## src/rtl/klp32_pkg.sv

```systemverilog
// Shared types and constants for the KLP32 pipeline control slice.
package klp32_pkg;

  // Operand source for the instruction currently in E.
  typedef enum logic [1:0] {
    FWD_RF = 2'b00,
    FWD_M  = 2'b01,
    FWD_W  = 2'b10
  } fwd_sel_t;

  // Memory-wait sequencer states.
  typedef enum logic [1:0] {
    RUN      = 2'd0,
    MEM_WAIT = 2'd1,
    FAULT    = 2'd2
  } pipe_state_t;

  // addi x0, x0, 0 -- the canonical bubble the datapath loads on bubble/flush.
  localparam logic [31:0] KLP32_NOP = 32'h0000_0013;

  // Wide enough for timeouts up to 255 cycles.
  localparam int WAIT_CNT_W = 8;

endpackage

```

## src/rtl/klp32_pipe_ctrl_if.sv

```systemverilog
// Control bundle between the KLP32 datapath (master) and the pipeline control unit (slave).
interface klp32_pipe_ctrl_if
  import klp32_pkg::*;
#(
  parameter int REG_AW = 5,
  parameter int CNT_W  = 32
);
  logic              i_d_valid;
  logic              i_d_rs1_used;
  logic              i_d_rs2_used;
  logic [REG_AW-1:0] i_d_rs1;
  logic [REG_AW-1:0] i_d_rs2;
  logic              i_e_valid;
  logic              i_e_reg_wr_en;
  logic              i_e_is_load;
  logic [REG_AW-1:0] i_e_rd;
  logic              i_m_valid;
  logic              i_m_reg_wr_en;
  logic [REG_AW-1:0] i_m_rd;
  logic              i_w_valid;
  logic              i_w_reg_wr_en;
  logic [REG_AW-1:0] i_w_rd;
  logic              i_e_redirect;
  logic              i_mem_req;
  logic              i_mem_ready;

  logic              o_stall_f;
  logic              o_stall_d;
  logic              o_stall_e;
  logic              o_stall_m;
  logic              o_flush_fd;
  logic              o_bubble_de;
  logic              o_bubble_mw;
  fwd_sel_t          o_fwd_a_sel;
  fwd_sel_t          o_fwd_b_sel;
  logic              o_fault;
  logic [CNT_W-1:0]  o_stall_cnt;
  logic [CNT_W-1:0]  o_flush_cnt;

  modport master (
    output i_d_valid, i_d_rs1_used, i_d_rs2_used, i_d_rs1, i_d_rs2,
           i_e_valid, i_e_reg_wr_en, i_e_is_load, i_e_rd,
           i_m_valid, i_m_reg_wr_en, i_m_rd,
           i_w_valid, i_w_reg_wr_en, i_w_rd,
           i_e_redirect, i_mem_req, i_mem_ready,
    input  o_stall_f, o_stall_d, o_stall_e, o_stall_m,
           o_flush_fd, o_bubble_de, o_bubble_mw,
           o_fwd_a_sel, o_fwd_b_sel, o_fault, o_stall_cnt, o_flush_cnt
  );

  modport slave (
    input  i_d_valid, i_d_rs1_used, i_d_rs2_used, i_d_rs1, i_d_rs2,
           i_e_valid, i_e_reg_wr_en, i_e_is_load, i_e_rd,
           i_m_valid, i_m_reg_wr_en, i_m_rd,
           i_w_valid, i_w_reg_wr_en, i_w_rd,
           i_e_redirect, i_mem_req, i_mem_ready,
    output o_stall_f, o_stall_d, o_stall_e, o_stall_m,
           o_flush_fd, o_bubble_de, o_bubble_mw,
           o_fwd_a_sel, o_fwd_b_sel, o_fault, o_stall_cnt, o_flush_cnt
  );
endinterface

```

## src/rtl/klp32_hazard_match.sv

```systemverilog
// One source-register vs one writer-stage comparison; x0 never matches.
module klp32_hazard_match #(
  parameter int REG_AW = 5
) (
  input  logic [REG_AW-1:0] rs,
  input  logic              rs_used,
  input  logic              wr_valid,
  input  logic              wr_en,
  input  logic [REG_AW-1:0] rd,
  output logic              match
);
  // The writer really produces the register the reader really needs.
  assign match = wr_valid & wr_en & rs_used & (rd == rs) & (rs != '0);
endmodule

```

## src/rtl/klp32_pipe_ctrl.sv

```systemverilog
// KLP32 pipeline control: hazard stalls, redirect flushes, forwarding selects,
// memory-wait sequencing with timeout fault, and stall/flush perf counters.
module klp32_pipe_ctrl
  import klp32_pkg::*;
#(
  parameter int REG_AW      = 5,
  parameter int FWD_EN      = 1,
  parameter int MEM_TIMEOUT = 15,
  parameter int CNT_W       = 32
) (
  input  logic         clk,
  input  logic         reset,
  klp32_pipe_ctrl_if.slave pc
);
  localparam logic [WAIT_CNT_W-1:0] TIMEOUT_CNT = WAIT_CNT_W'(MEM_TIMEOUT);

  // Reader side (index 0 = rs1, 1 = rs2) and writer side (0 = E, 1 = M, 2 = W).
  logic [REG_AW-1:0] rs_arr   [2];
  logic              used_arr [2];
  logic              st_valid [3];
  logic              st_wr    [3];
  logic [REG_AW-1:0] st_rd    [3];
  logic [5:0]        match_vec;  // bit = stage*2 + rs

  // An invalid decode slot has no real operands, so it can never cause a hazard.
  assign rs_arr[0]   = pc.i_d_rs1;
  assign rs_arr[1]   = pc.i_d_rs2;
  assign used_arr[0] = pc.i_d_valid & pc.i_d_rs1_used;
  assign used_arr[1] = pc.i_d_valid & pc.i_d_rs2_used;
  assign st_valid[0] = pc.i_e_valid;
  assign st_valid[1] = pc.i_m_valid;
  assign st_valid[2] = pc.i_w_valid;
  assign st_wr[0]    = pc.i_e_reg_wr_en;
  assign st_wr[1]    = pc.i_m_reg_wr_en;
  assign st_wr[2]    = pc.i_w_reg_wr_en;
  assign st_rd[0]    = pc.i_e_rd;
  assign st_rd[1]    = pc.i_m_rd;
  assign st_rd[2]    = pc.i_w_rd;

  genvar gi;
  generate
    for (gi = 0; gi < 6; gi++) begin : g_match
      klp32_hazard_match #(.REG_AW(REG_AW)) u_match (
        .rs       (rs_arr[gi % 2]),
        .rs_used  (used_arr[gi % 2]),
        .wr_valid (st_valid[gi / 2]),
        .wr_en    (st_wr[gi / 2]),
        .rd       (st_rd[gi / 2]),
        .match    (match_vec[gi])
      );
    end
  endgenerate

  logic load_use;
  logic hazard_stall;
  assign load_use     = (match_vec[0] | match_vec[1]) & pc.i_e_is_load;
  assign hazard_stall = (FWD_EN != 0) ? load_use : (|match_vec);

  pipe_state_t           state_reg, state_next;
  logic [WAIT_CNT_W-1:0] wait_cnt_reg, wait_cnt_next;
  logic [WAIT_CNT_W-1:0] miss_cnt;
  logic                  mem_wait;

  // Cycles where the M-stage access is outstanding and not completing.
  assign mem_wait = ((state_reg == RUN) & pc.i_mem_req & ~pc.i_mem_ready) |
                    ((state_reg == MEM_WAIT) & ~pc.i_mem_ready);
  assign miss_cnt = wait_cnt_reg + 1'b1;

  // State register: memory-wait sequencer.
  always_ff @(posedge clk or posedge reset) begin
    if (reset) begin
      state_reg    <= RUN;
      wait_cnt_reg <= '0;
    end else begin
      state_reg    <= state_next;
      wait_cnt_reg <= wait_cnt_next;
    end
  end

  // Next state: wait_cnt holds the number of consecutive not-ready cycles so far.
  always_comb begin
    state_next    = state_reg;
    wait_cnt_next = wait_cnt_reg;
    case (state_reg)
      RUN: begin
        if (pc.i_mem_req & ~pc.i_mem_ready) begin
          if (MEM_TIMEOUT <= 1) begin
            state_next = FAULT;
          end else begin
            state_next    = MEM_WAIT;
            wait_cnt_next = WAIT_CNT_W'(1);
          end
        end else begin
          wait_cnt_next = '0;
        end
      end
      MEM_WAIT: begin
        // Ready on the timeout cycle still completes the access.
        if (pc.i_mem_ready) begin
          state_next    = RUN;
          wait_cnt_next = '0;
        end else if (miss_cnt >= TIMEOUT_CNT) begin
          state_next = FAULT;
        end else begin
          wait_cnt_next = miss_cnt;
        end
      end
      FAULT:   state_next = FAULT;
      default: state_next = RUN;
    endcase
  end

  logic     stall_f, stall_d, stall_e, stall_m;
  logic     flush_fd, bubble_de, bubble_mw;
  fwd_sel_t fwd_a_next, fwd_b_next;

  // Outputs: strobes by priority FAULT > memory wait > redirect > hazard.
  always_comb begin
    stall_f   = 1'b0;
    stall_d   = 1'b0;
    stall_e   = 1'b0;
    stall_m   = 1'b0;
    flush_fd  = 1'b0;
    bubble_de = 1'b0;
    bubble_mw = 1'b0;
    if (state_reg == FAULT) begin
      {stall_f, stall_d, stall_e, stall_m} = 4'b1111;
    end else if (mem_wait) begin
      {stall_f, stall_d, stall_e, stall_m} = 4'b1111;
      bubble_mw = 1'b1;
    end else if (pc.i_e_redirect) begin
      flush_fd  = 1'b1;
      bubble_de = 1'b1;
    end else if (hazard_stall) begin
      stall_f   = 1'b1;
      stall_d   = 1'b1;
      bubble_de = 1'b1;
    end
  end

  // Forward selects for whatever enters E next: hold while E stalls, RF on bubble.
  always_comb begin
    fwd_a_next = pc.o_fwd_a_sel;
    fwd_b_next = pc.o_fwd_b_sel;
    if (!stall_e) begin
      if (bubble_de || (FWD_EN == 0)) begin
        fwd_a_next = FWD_RF;
        fwd_b_next = FWD_RF;
      end else begin
        fwd_a_next = match_vec[0] ? FWD_M : (match_vec[2] ? FWD_W : FWD_RF);
        fwd_b_next = match_vec[1] ? FWD_M : (match_vec[3] ? FWD_W : FWD_RF);
      end
    end
  end

  // Registered outputs: selects, sticky fault flag, wrapping perf counters.
  always_ff @(posedge clk or posedge reset) begin
    if (reset) begin
      pc.o_fwd_a_sel <= FWD_RF;
      pc.o_fwd_b_sel <= FWD_RF;
      pc.o_fault     <= 1'b0;
      pc.o_stall_cnt <= '0;
      pc.o_flush_cnt <= '0;
    end else begin
      pc.o_fwd_a_sel <= fwd_a_next;
      pc.o_fwd_b_sel <= fwd_b_next;
      pc.o_fault     <= (state_next == FAULT);
      pc.o_stall_cnt <= pc.o_stall_cnt + {{(CNT_W-1){1'b0}}, stall_d};
      pc.o_flush_cnt <= pc.o_flush_cnt + {{(CNT_W-1){1'b0}}, flush_fd};
    end
  end

  assign pc.o_stall_f   = stall_f;
  assign pc.o_stall_d   = stall_d;
  assign pc.o_stall_e   = stall_e;
  assign pc.o_stall_m   = stall_m;
  assign pc.o_flush_fd  = flush_fd;
  assign pc.o_bubble_de = bubble_de;
  assign pc.o_bubble_mw = bubble_mw;

endmodule

```

## src/flat_wrapper.sv

```systemverilog
// flat-port wrapper written by rule: the top's interface ports become plain ports
module klp32_pipe_ctrl_flat import klp32_pkg::*;
#(
  parameter int REG_AW      = 5,
  parameter int FWD_EN      = 1,
  parameter int MEM_TIMEOUT = 15,
  parameter int CNT_W       = 32
)
  (clk, reset, pc_i_d_valid, pc_i_d_rs1_used, pc_i_d_rs2_used, pc_i_d_rs1, pc_i_d_rs2, pc_i_e_valid, pc_i_e_reg_wr_en, pc_i_e_is_load, pc_i_e_rd, pc_i_m_valid, pc_i_m_reg_wr_en, pc_i_m_rd, pc_i_w_valid, pc_i_w_reg_wr_en, pc_i_w_rd, pc_i_e_redirect, pc_i_mem_req, pc_i_mem_ready, pc_o_stall_f, pc_o_stall_d, pc_o_stall_e, pc_o_stall_m, pc_o_flush_fd, pc_o_bubble_de, pc_o_bubble_mw, pc_o_fwd_a_sel, pc_o_fwd_b_sel, pc_o_fault, pc_o_stall_cnt, pc_o_flush_cnt);
  klp32_pipe_ctrl_if #(.REG_AW(REG_AW), .CNT_W(CNT_W)) pc_i ();
  input  logic clk;
  input  logic reset;
  input wire logic [$bits(pc_i.i_d_valid)-1:0] pc_i_d_valid;
  input wire logic [$bits(pc_i.i_d_rs1_used)-1:0] pc_i_d_rs1_used;
  input wire logic [$bits(pc_i.i_d_rs2_used)-1:0] pc_i_d_rs2_used;
  input wire logic [$bits(pc_i.i_d_rs1)-1:0] pc_i_d_rs1;
  input wire logic [$bits(pc_i.i_d_rs2)-1:0] pc_i_d_rs2;
  input wire logic [$bits(pc_i.i_e_valid)-1:0] pc_i_e_valid;
  input wire logic [$bits(pc_i.i_e_reg_wr_en)-1:0] pc_i_e_reg_wr_en;
  input wire logic [$bits(pc_i.i_e_is_load)-1:0] pc_i_e_is_load;
  input wire logic [$bits(pc_i.i_e_rd)-1:0] pc_i_e_rd;
  input wire logic [$bits(pc_i.i_m_valid)-1:0] pc_i_m_valid;
  input wire logic [$bits(pc_i.i_m_reg_wr_en)-1:0] pc_i_m_reg_wr_en;
  input wire logic [$bits(pc_i.i_m_rd)-1:0] pc_i_m_rd;
  input wire logic [$bits(pc_i.i_w_valid)-1:0] pc_i_w_valid;
  input wire logic [$bits(pc_i.i_w_reg_wr_en)-1:0] pc_i_w_reg_wr_en;
  input wire logic [$bits(pc_i.i_w_rd)-1:0] pc_i_w_rd;
  input wire logic [$bits(pc_i.i_e_redirect)-1:0] pc_i_e_redirect;
  input wire logic [$bits(pc_i.i_mem_req)-1:0] pc_i_mem_req;
  input wire logic [$bits(pc_i.i_mem_ready)-1:0] pc_i_mem_ready;
  output wire logic [$bits(pc_i.o_stall_f)-1:0] pc_o_stall_f;
  output wire logic [$bits(pc_i.o_stall_d)-1:0] pc_o_stall_d;
  output wire logic [$bits(pc_i.o_stall_e)-1:0] pc_o_stall_e;
  output wire logic [$bits(pc_i.o_stall_m)-1:0] pc_o_stall_m;
  output wire logic [$bits(pc_i.o_flush_fd)-1:0] pc_o_flush_fd;
  output wire logic [$bits(pc_i.o_bubble_de)-1:0] pc_o_bubble_de;
  output wire logic [$bits(pc_i.o_bubble_mw)-1:0] pc_o_bubble_mw;
  output wire logic [$bits(pc_i.o_fwd_a_sel)-1:0] pc_o_fwd_a_sel;
  output wire logic [$bits(pc_i.o_fwd_b_sel)-1:0] pc_o_fwd_b_sel;
  output wire logic [$bits(pc_i.o_fault)-1:0] pc_o_fault;
  output wire logic [$bits(pc_i.o_stall_cnt)-1:0] pc_o_stall_cnt;
  output wire logic [$bits(pc_i.o_flush_cnt)-1:0] pc_o_flush_cnt;
  assign pc_i.i_d_valid = pc_i_d_valid;
  assign pc_i.i_d_rs1_used = pc_i_d_rs1_used;
  assign pc_i.i_d_rs2_used = pc_i_d_rs2_used;
  assign pc_i.i_d_rs1 = pc_i_d_rs1;
  assign pc_i.i_d_rs2 = pc_i_d_rs2;
  assign pc_i.i_e_valid = pc_i_e_valid;
  assign pc_i.i_e_reg_wr_en = pc_i_e_reg_wr_en;
  assign pc_i.i_e_is_load = pc_i_e_is_load;
  assign pc_i.i_e_rd = pc_i_e_rd;
  assign pc_i.i_m_valid = pc_i_m_valid;
  assign pc_i.i_m_reg_wr_en = pc_i_m_reg_wr_en;
  assign pc_i.i_m_rd = pc_i_m_rd;
  assign pc_i.i_w_valid = pc_i_w_valid;
  assign pc_i.i_w_reg_wr_en = pc_i_w_reg_wr_en;
  assign pc_i.i_w_rd = pc_i_w_rd;
  assign pc_i.i_e_redirect = pc_i_e_redirect;
  assign pc_i.i_mem_req = pc_i_mem_req;
  assign pc_i.i_mem_ready = pc_i_mem_ready;
  assign pc_o_stall_f = pc_i.o_stall_f;
  assign pc_o_stall_d = pc_i.o_stall_d;
  assign pc_o_stall_e = pc_i.o_stall_e;
  assign pc_o_stall_m = pc_i.o_stall_m;
  assign pc_o_flush_fd = pc_i.o_flush_fd;
  assign pc_o_bubble_de = pc_i.o_bubble_de;
  assign pc_o_bubble_mw = pc_i.o_bubble_mw;
  assign pc_o_fwd_a_sel = pc_i.o_fwd_a_sel;
  assign pc_o_fwd_b_sel = pc_i.o_fwd_b_sel;
  assign pc_o_fault = pc_i.o_fault;
  assign pc_o_stall_cnt = pc_i.o_stall_cnt;
  assign pc_o_flush_cnt = pc_i.o_flush_cnt;
  klp32_pipe_ctrl #(.REG_AW(REG_AW), .FWD_EN(FWD_EN), .MEM_TIMEOUT(MEM_TIMEOUT), .CNT_W(CNT_W)) u_core (.clk(clk), .reset(reset), .pc(pc_i));
endmodule
```

## config.mk

```make
export PLATFORM = sky130hd
export DESIGN_NAME = klp32_pipe_ctrl_flat
export DESIGN_NICKNAME = d
export VERILOG_FILES = /design/src/rtl/klp32_pkg.sv /design/src/rtl/klp32_pipe_ctrl_if.sv /design/src/rtl/klp32_hazard_match.sv /design/src/rtl/klp32_pipe_ctrl.sv /design/src/flat_wrapper.sv
export SDC_FILE = /design/constraint.sdc
export NUM_CORES = 1
export LEC_CHECK = 0
export CAP_MARGIN = 20
export CORE_MARGIN = 2
export CORE_UTILIZATION = 44
export CTS_BUF_LIST = sky130_fd_sc_hd__clkbuf_2 sky130_fd_sc_hd__clkbuf_4 sky130_fd_sc_hd__clkbuf_8
export DETAILED_ROUTE_END_ITERATION = 10
export PLACE_DENSITY = 0.76
export SETUP_SLACK_MARGIN = 0.5
export SKIP_LAST_GASP = 1
export SYNTH_ARGS = -nofsm -noshare
export SYNTH_HDL_FRONTEND = slang
export SYNTH_SLANG_ARGS = --single-unit
```

## constraint.sdc

```tcl
create_clock -name clk -period 2.3 [get_ports clk]
set_input_delay 0.46 -clock clk [delete_from_list [all_inputs] [get_ports clk]]
set_output_delay 0.46 -clock clk [all_outputs]
set_load 0.05 [all_outputs]
```

# Word-level counts from Yosys, hierarchy flattened
# Index checks and enable logic that the tools add are counted.
# classes
n_addsub,3
magnitude_cmp,1
n_eq_ne,8
muxes,27
bitwise_logic,24
reduce_logical,5
# ops
op,n
32-bit by 1-bit adder with 32-bit output,2
1-bit bitwise AND,21
5-bit equality test,4
2-bit two-way mux,9
8-bit two-way mux,2
8-bit one-hot mux with 2 select lines,1
1-bit two-way mux,14
5-bit nonzero test,2
"8-bit by 1-bit adder with 8-bit output, second input constant",1
"8-bit by 4-bit >= comparator with 1-bit output, second input constant",1
2-bit one-hot mux with 3 select lines,1
"2-bit equality test, second input constant",2
"3-bit inequality test, second input constant",1
"2-bit by 1-bit equality test with 1-bit output, second input constant",1
2-bit zero test,1
1-bit bitwise OR,2
2-bit AND reduction,1
2-bit nonzero test,1
1-bit inverter,1
# word_totals
regBits,79
input_bits,40
out_inout_bits,76
word_cells,75

# Logic depth before layout (Yosys ltp)
# depth
ltp_word,11
mapped_depth,11
mapped_depth_nobuf,11

# Cells and area by module
# From an unflattened synthesis, not the netlist that was laid out.
# unflattened
cells_unflattened,373
area_unflattened_um2,3980.1
# by_module_without_submodules
mod,n_inst,cells_each,area_each_um2,seq_area_each_um2
klp32_pipe_ctrl,1,333,3699.8,1976.9
klp32_hazard_match,4,10,70.1,0.0

# Least setup slack after synthesis
# OpenSTA, ideal clock, no wires.
# synth_path
kind,input to register
start,input pc_i_mem_req
end,register u_core.pc.o_stall_cnt[13] (netlist name)
setup_ps,141
arrival_time_ps,3467
t_required_ps,2159
setup_slack_ps,-1308
cell_stages,9
path_buffers,0
cell_sequence,nor2_1 o31ai_2 o21bai_1 ha_1 nand2_1 nor3_1 and3_1 nand3_1 xnor2_1
# synth_between
elab_chain_cells,6
# synth_lines
element,line_no,rtl
"start, declared",flat_wrapper.sv:29,input wire logic [$bits(pc_i.i_mem_req)-1:0] pc_i_mem_req;
1-bit bitwise AND (2 in series),klp32_pipe_ctrl.sv:65,assign mem_wait = ((state_reg == RUN) & pc.i_mem_req & ~pc.i_mem_ready) |
1-bit bitwise OR,klp32_pipe_ctrl.sv:65,
1-bit two-way mux,klp32_pipe_ctrl.sv:128,end else if (mem_wait) begin
1-bit two-way mux,klp32_pipe_ctrl.sv:126,if (state_reg == FAULT) begin
net pc_o_stall_d,flat_wrapper.sv:32,output wire logic [$bits(pc_i.o_stall_d)-1:0] pc_o_stall_d;
32-bit by 1-bit adder with 32-bit output,klp32_pipe_ctrl.sv:168,"pc.o_stall_cnt <= pc.o_stall_cnt + {{(CNT_W-1){1'b0}}, stall_d};"
"end signal, assigned",klp32_pipe_ctrl.sv:168,
"end, declared",klp32_pipe_ctrl_if.sv:59,"o_fwd_a_sel, o_fwd_b_sel, o_fault, o_stall_cnt, o_flush_cnt"
# The timed path passes the listed nets, and every way through them passes these cells.
# A chain may end at the register's enable or synchronous reset.

# Worst setup path after layout
# layout_path
start,input pc_i_d_rs1[2]
end,output pc_o_stall_d
# layout_between
elab_chain_cells,9
word_cells_on_any_way,10
classes_between,eq/ne (1); mux (4); bitwise (4); reduce/logical (1)
# layout_lines
element,line_no,rtl
"start, declared",flat_wrapper.sv:16,input wire logic [$bits(pc_i.i_d_rs1)-1:0] pc_i_d_rs1;
5-bit equality test,klp32_hazard_match.sv:13,assign match = wr_valid & wr_en & rs_used & (rd == rs) & (rs != '0);
1-bit bitwise AND,klp32_hazard_match.sv:13,
1-bit bitwise AND *,klp32_hazard_match.sv:13,
1-bit bitwise OR *,klp32_pipe_ctrl.sv:56,assign load_use = (match_vec[0] | match_vec[1]) & pc.i_e_is_load;
1-bit bitwise AND *,klp32_pipe_ctrl.sv:56,
1-bit two-way mux *,klp32_pipe_ctrl.sv:134,end else if (hazard_stall) begin
1-bit two-way mux *,klp32_pipe_ctrl.sv:131,end else if (pc.i_e_redirect) begin
1-bit two-way mux *,klp32_pipe_ctrl.sv:128,
1-bit two-way mux *,klp32_pipe_ctrl.sv:126,
"end, declared",flat_wrapper.sv:32,
# Mark *: on every way between the ends. The rest lies on a longest branch, timed or not.

==> summary.txt <==
Timing
  • Slew Viols, Final: 0
  • Final setup viols: 26
  • Worst slew pin tran: 0.569 ns
  • Fmax: 0.392 GHz
  • Tcrit/Tclk final: 111%
  • Final Hold Vio Count: 0
  • Setup tns final: -2.73 ns
  • Relative slew slack: 61.9%
  • RSZ-0062 raised after global routing: true
  • Final worst setup slack: -0.252 ns
  • Final min period: 2.55 ns
  • Worst Skew: 0.0141 ns

Route
  • DRC viols: 0
  • Detail Route Antenna Nets: 0
  • TritonRoute pass-1 iters: 4
  • Vias per cell: 5.37
  • Drt first-iter violations: 113
  • Routed WL: 10.3 mm
  • Via count: 3402
  • Routed len/inst: 16.3 um

Cells and area
  • Cell area after layout: 6190 um2
  • Fin nets: 567
  • Final std cells w/o fill: 634
  • Layout cells sized above 1: 40.5%
  • Final cell utilization of the core: 72.0%
  • Syn-to-layout area delta: 61.1%
  • Filler cell count: 582
  • Ant. Diodes: 0

Logic synthesis
  • Distinct cells, synth: 46
  • Synth async-reset ratio: 100%
  • Dominant synthesized flop cell: dfrtp_1
  • Post-synthesis sequential area ratio: 51.5%
  • Net count after synthesis: 394
  • Syn Area/Cell: 11.0 um2
  • FF+latch count, synth: 79
  • Warnings from Yosys: 0
  • Syn Inst Count: 348
  • EDFF count, synth: 0
  • Synth Cell Area: 3840 um2

Critical path
  • Startpoint types: input pin
  • Critical path class: input pin to output pin
  • Crit path DAT: 2.09 ns
  • R2R depth: 10
  • Crit end category: output pin
  • CP required: 1.84 ns
  • Crit path max fanout: 2

Die
  • Cell row count: 34
  • Starting Density: 44.7%
  • Die area: 9490 um2
  • Core box area: 8590 um2
  • Top-level port count: 116
  • Die W: 97.4 um
  • Die height: 97.4 um

Clock network
  • Number of H-tree levels: 3
  • Worst-path clk slew: 0.08 ns
  • Longest Clk Path Bufs: 2
  • Num CTS Buffers: 9
  • Clock Latency Late Sink: 0.35 ns
  • CTS tree: done
  • Clock sinks: 79
  • Clock root cell: clkbuf_8
  • CTS Hold Bufs: 0

Placed design
  • DP Wirelength: 7.15 mm
  • Dpl cell area: 5580 um2
  • Placer Congestion: 0.946
  • Placed insts: 603
  • # port buffers: 108

Power
  • Leak pwr: 2.93 nW
  • Pwr dens: 676 nW/um2
  • Worst VDD drop: 0.529 mV
  • Final Power: 4.18 mW

Worst hold path
  • Tightest Hold Check Type: flip-flop to flip-flop
  • Hold Crit Depth: 1

Global route
  • GR Util All Layers: 21.2%
  • Number of global-route vias before repair: 3479
  • First-pass GRT wire length: 16.5 mm
  • Largest net degree at the start of global routing: 41
  • Total congestion overflow: 0
  • Initial antenna violation count: 0

Run status
  • Outcome: finished, violations left
  • Failing checks: setup timing

Job
  • MaxCap Viol Count: 0
[power by group]
group	internal, mW	switching [mW]	total (mW)
logic	0.445	0.740	1.18
registers	1.50	0.220	1.72
clock network	0.743	0.531	1.27
total	2.69	1.49	4.18
[Yosys cell counts, types with 2 or more instances]
cell        n  area, um2
a2111oi_0   2       17.5
a21o_1      2       15.0
a21oi_1     2       10.0
a22o_1      2       17.5
and3_1      8       50.1
and4_1      6       52.6
buf_4       2       15.0
dfrtp_1    79       1980
ha_1        6       75.1
inv_1       6       22.5
nand2_1    34        128
nand2b_1    3       18.8
nand3_1    32        160
nand4_1    13       81.3
nor2_1     11       41.3
nor3_1     10       50.1
nor3_2      3       30.0
nor4_1      3       18.8
nor4_4      2       42.5
o211ai_1    3       22.5
o21ai_0     8       40.0
o311ai_0    2       17.5
o31ai_1     2       15.0
or4_1       5       37.5
xnor2_1    59        517
xor2_1     23        201
[cell type report]
type,count,area (um2),share of cell area [%]
inverters,6,26.3,0.425
clock buffers,10,131,2.12
repair buffers,165,1420,22.9
well taps,108,135,2.18
multi-input cells,260,2380,38.4
flip-flops and latches,79,1980,32.0
clock inverters,6,118,1.90
[worst paths after layout]
path	startpoint	end	slack, ns
min in group asynchronous	reset	u_core.pc.o_flush_cnt[0]	0.61
setup reg to reg	u_core.state_reg[1]	u_core.pc.o_stall_cnt[13]	0.05
hold / removal	u_core.pc.o_fwd_a_sel[1]	u_core.pc.o_fwd_a_sel[1]	0.48
max in group asynchronous	reset	u_core.wait_cnt_reg[1]	1.31
hold reg to reg	u_core.pc.o_fwd_a_sel[1]	u_core.pc.o_fwd_a_sel[1]	0.48
setup / recovery	pc_i_d_rs1[2]	pc_o_stall_d	-0.25
[layout by cell type, fill, tap and decap left out, drive strengths merged, types with 6 or more instances in the layout]
master and count:
dfrtp 79, buf 70, xnor2 59, clkbuf 44, nand2 34, nand3 33
clkdlybuf4s15 27, xor2 23, dlygate4sd2 22, nand4 14, nor3 13, nor2 11
o21ai 8, and3 8, clkdlybuf4s50 7, and4 6, inv 6, ha 6
or4 6
[critical path, stage by stage]
cell	delay [ns]
buf_6	0.10
or4_4	0.52
o211ai_1	0.33
nor4_4	0.09
o21ai_2	0.22
o21bai_4	0.10
buf_6	0.14
buf_8	0.14
[per-layer routing]
| layer | vias to the layer above | part of all wire [%] | GRT usage (%) |
|---|---|---|---|
| met4 | 0 | 2.4 | 6.73 |
| li1 | 1576 | - | - |
| met2 | 133 | 51 | 34.8 |
| met5 | - | 0 | 0 |
| met3 | 26 | 5.4 | 5.47 |
| met1 | 1667 | 42 | 27.5 |
[cells by family after synthesis]
group	synth area share, %
mux	0.261
compound gates	6.16
simple gates	20.4
xor+xnor	18.7
flops	51.5
buf+inv	1.07
fa+ha+maj	1.95
[per-stage QoR]
stage / setup slack (ns) / hold WS, ns
after global placement: -0.760 / 0.460
after CTS: -0.189 / 0.478
final: -0.252 / 0.475
after global routing: -0.299 / 0.500
after detailed placement: -0.830 / 0.464
after floorplan: -0.369 / 0.494
[what timing repair did]
action,in CTS,in global routing
endpoints found under the setup margin,150,118
gates resized for setup,195,108
buffers inserted,7,8
hold endpoints to repair,0,0
pin swaps,17,27
No activity file was read; power rests on OpenSTA's default activity.
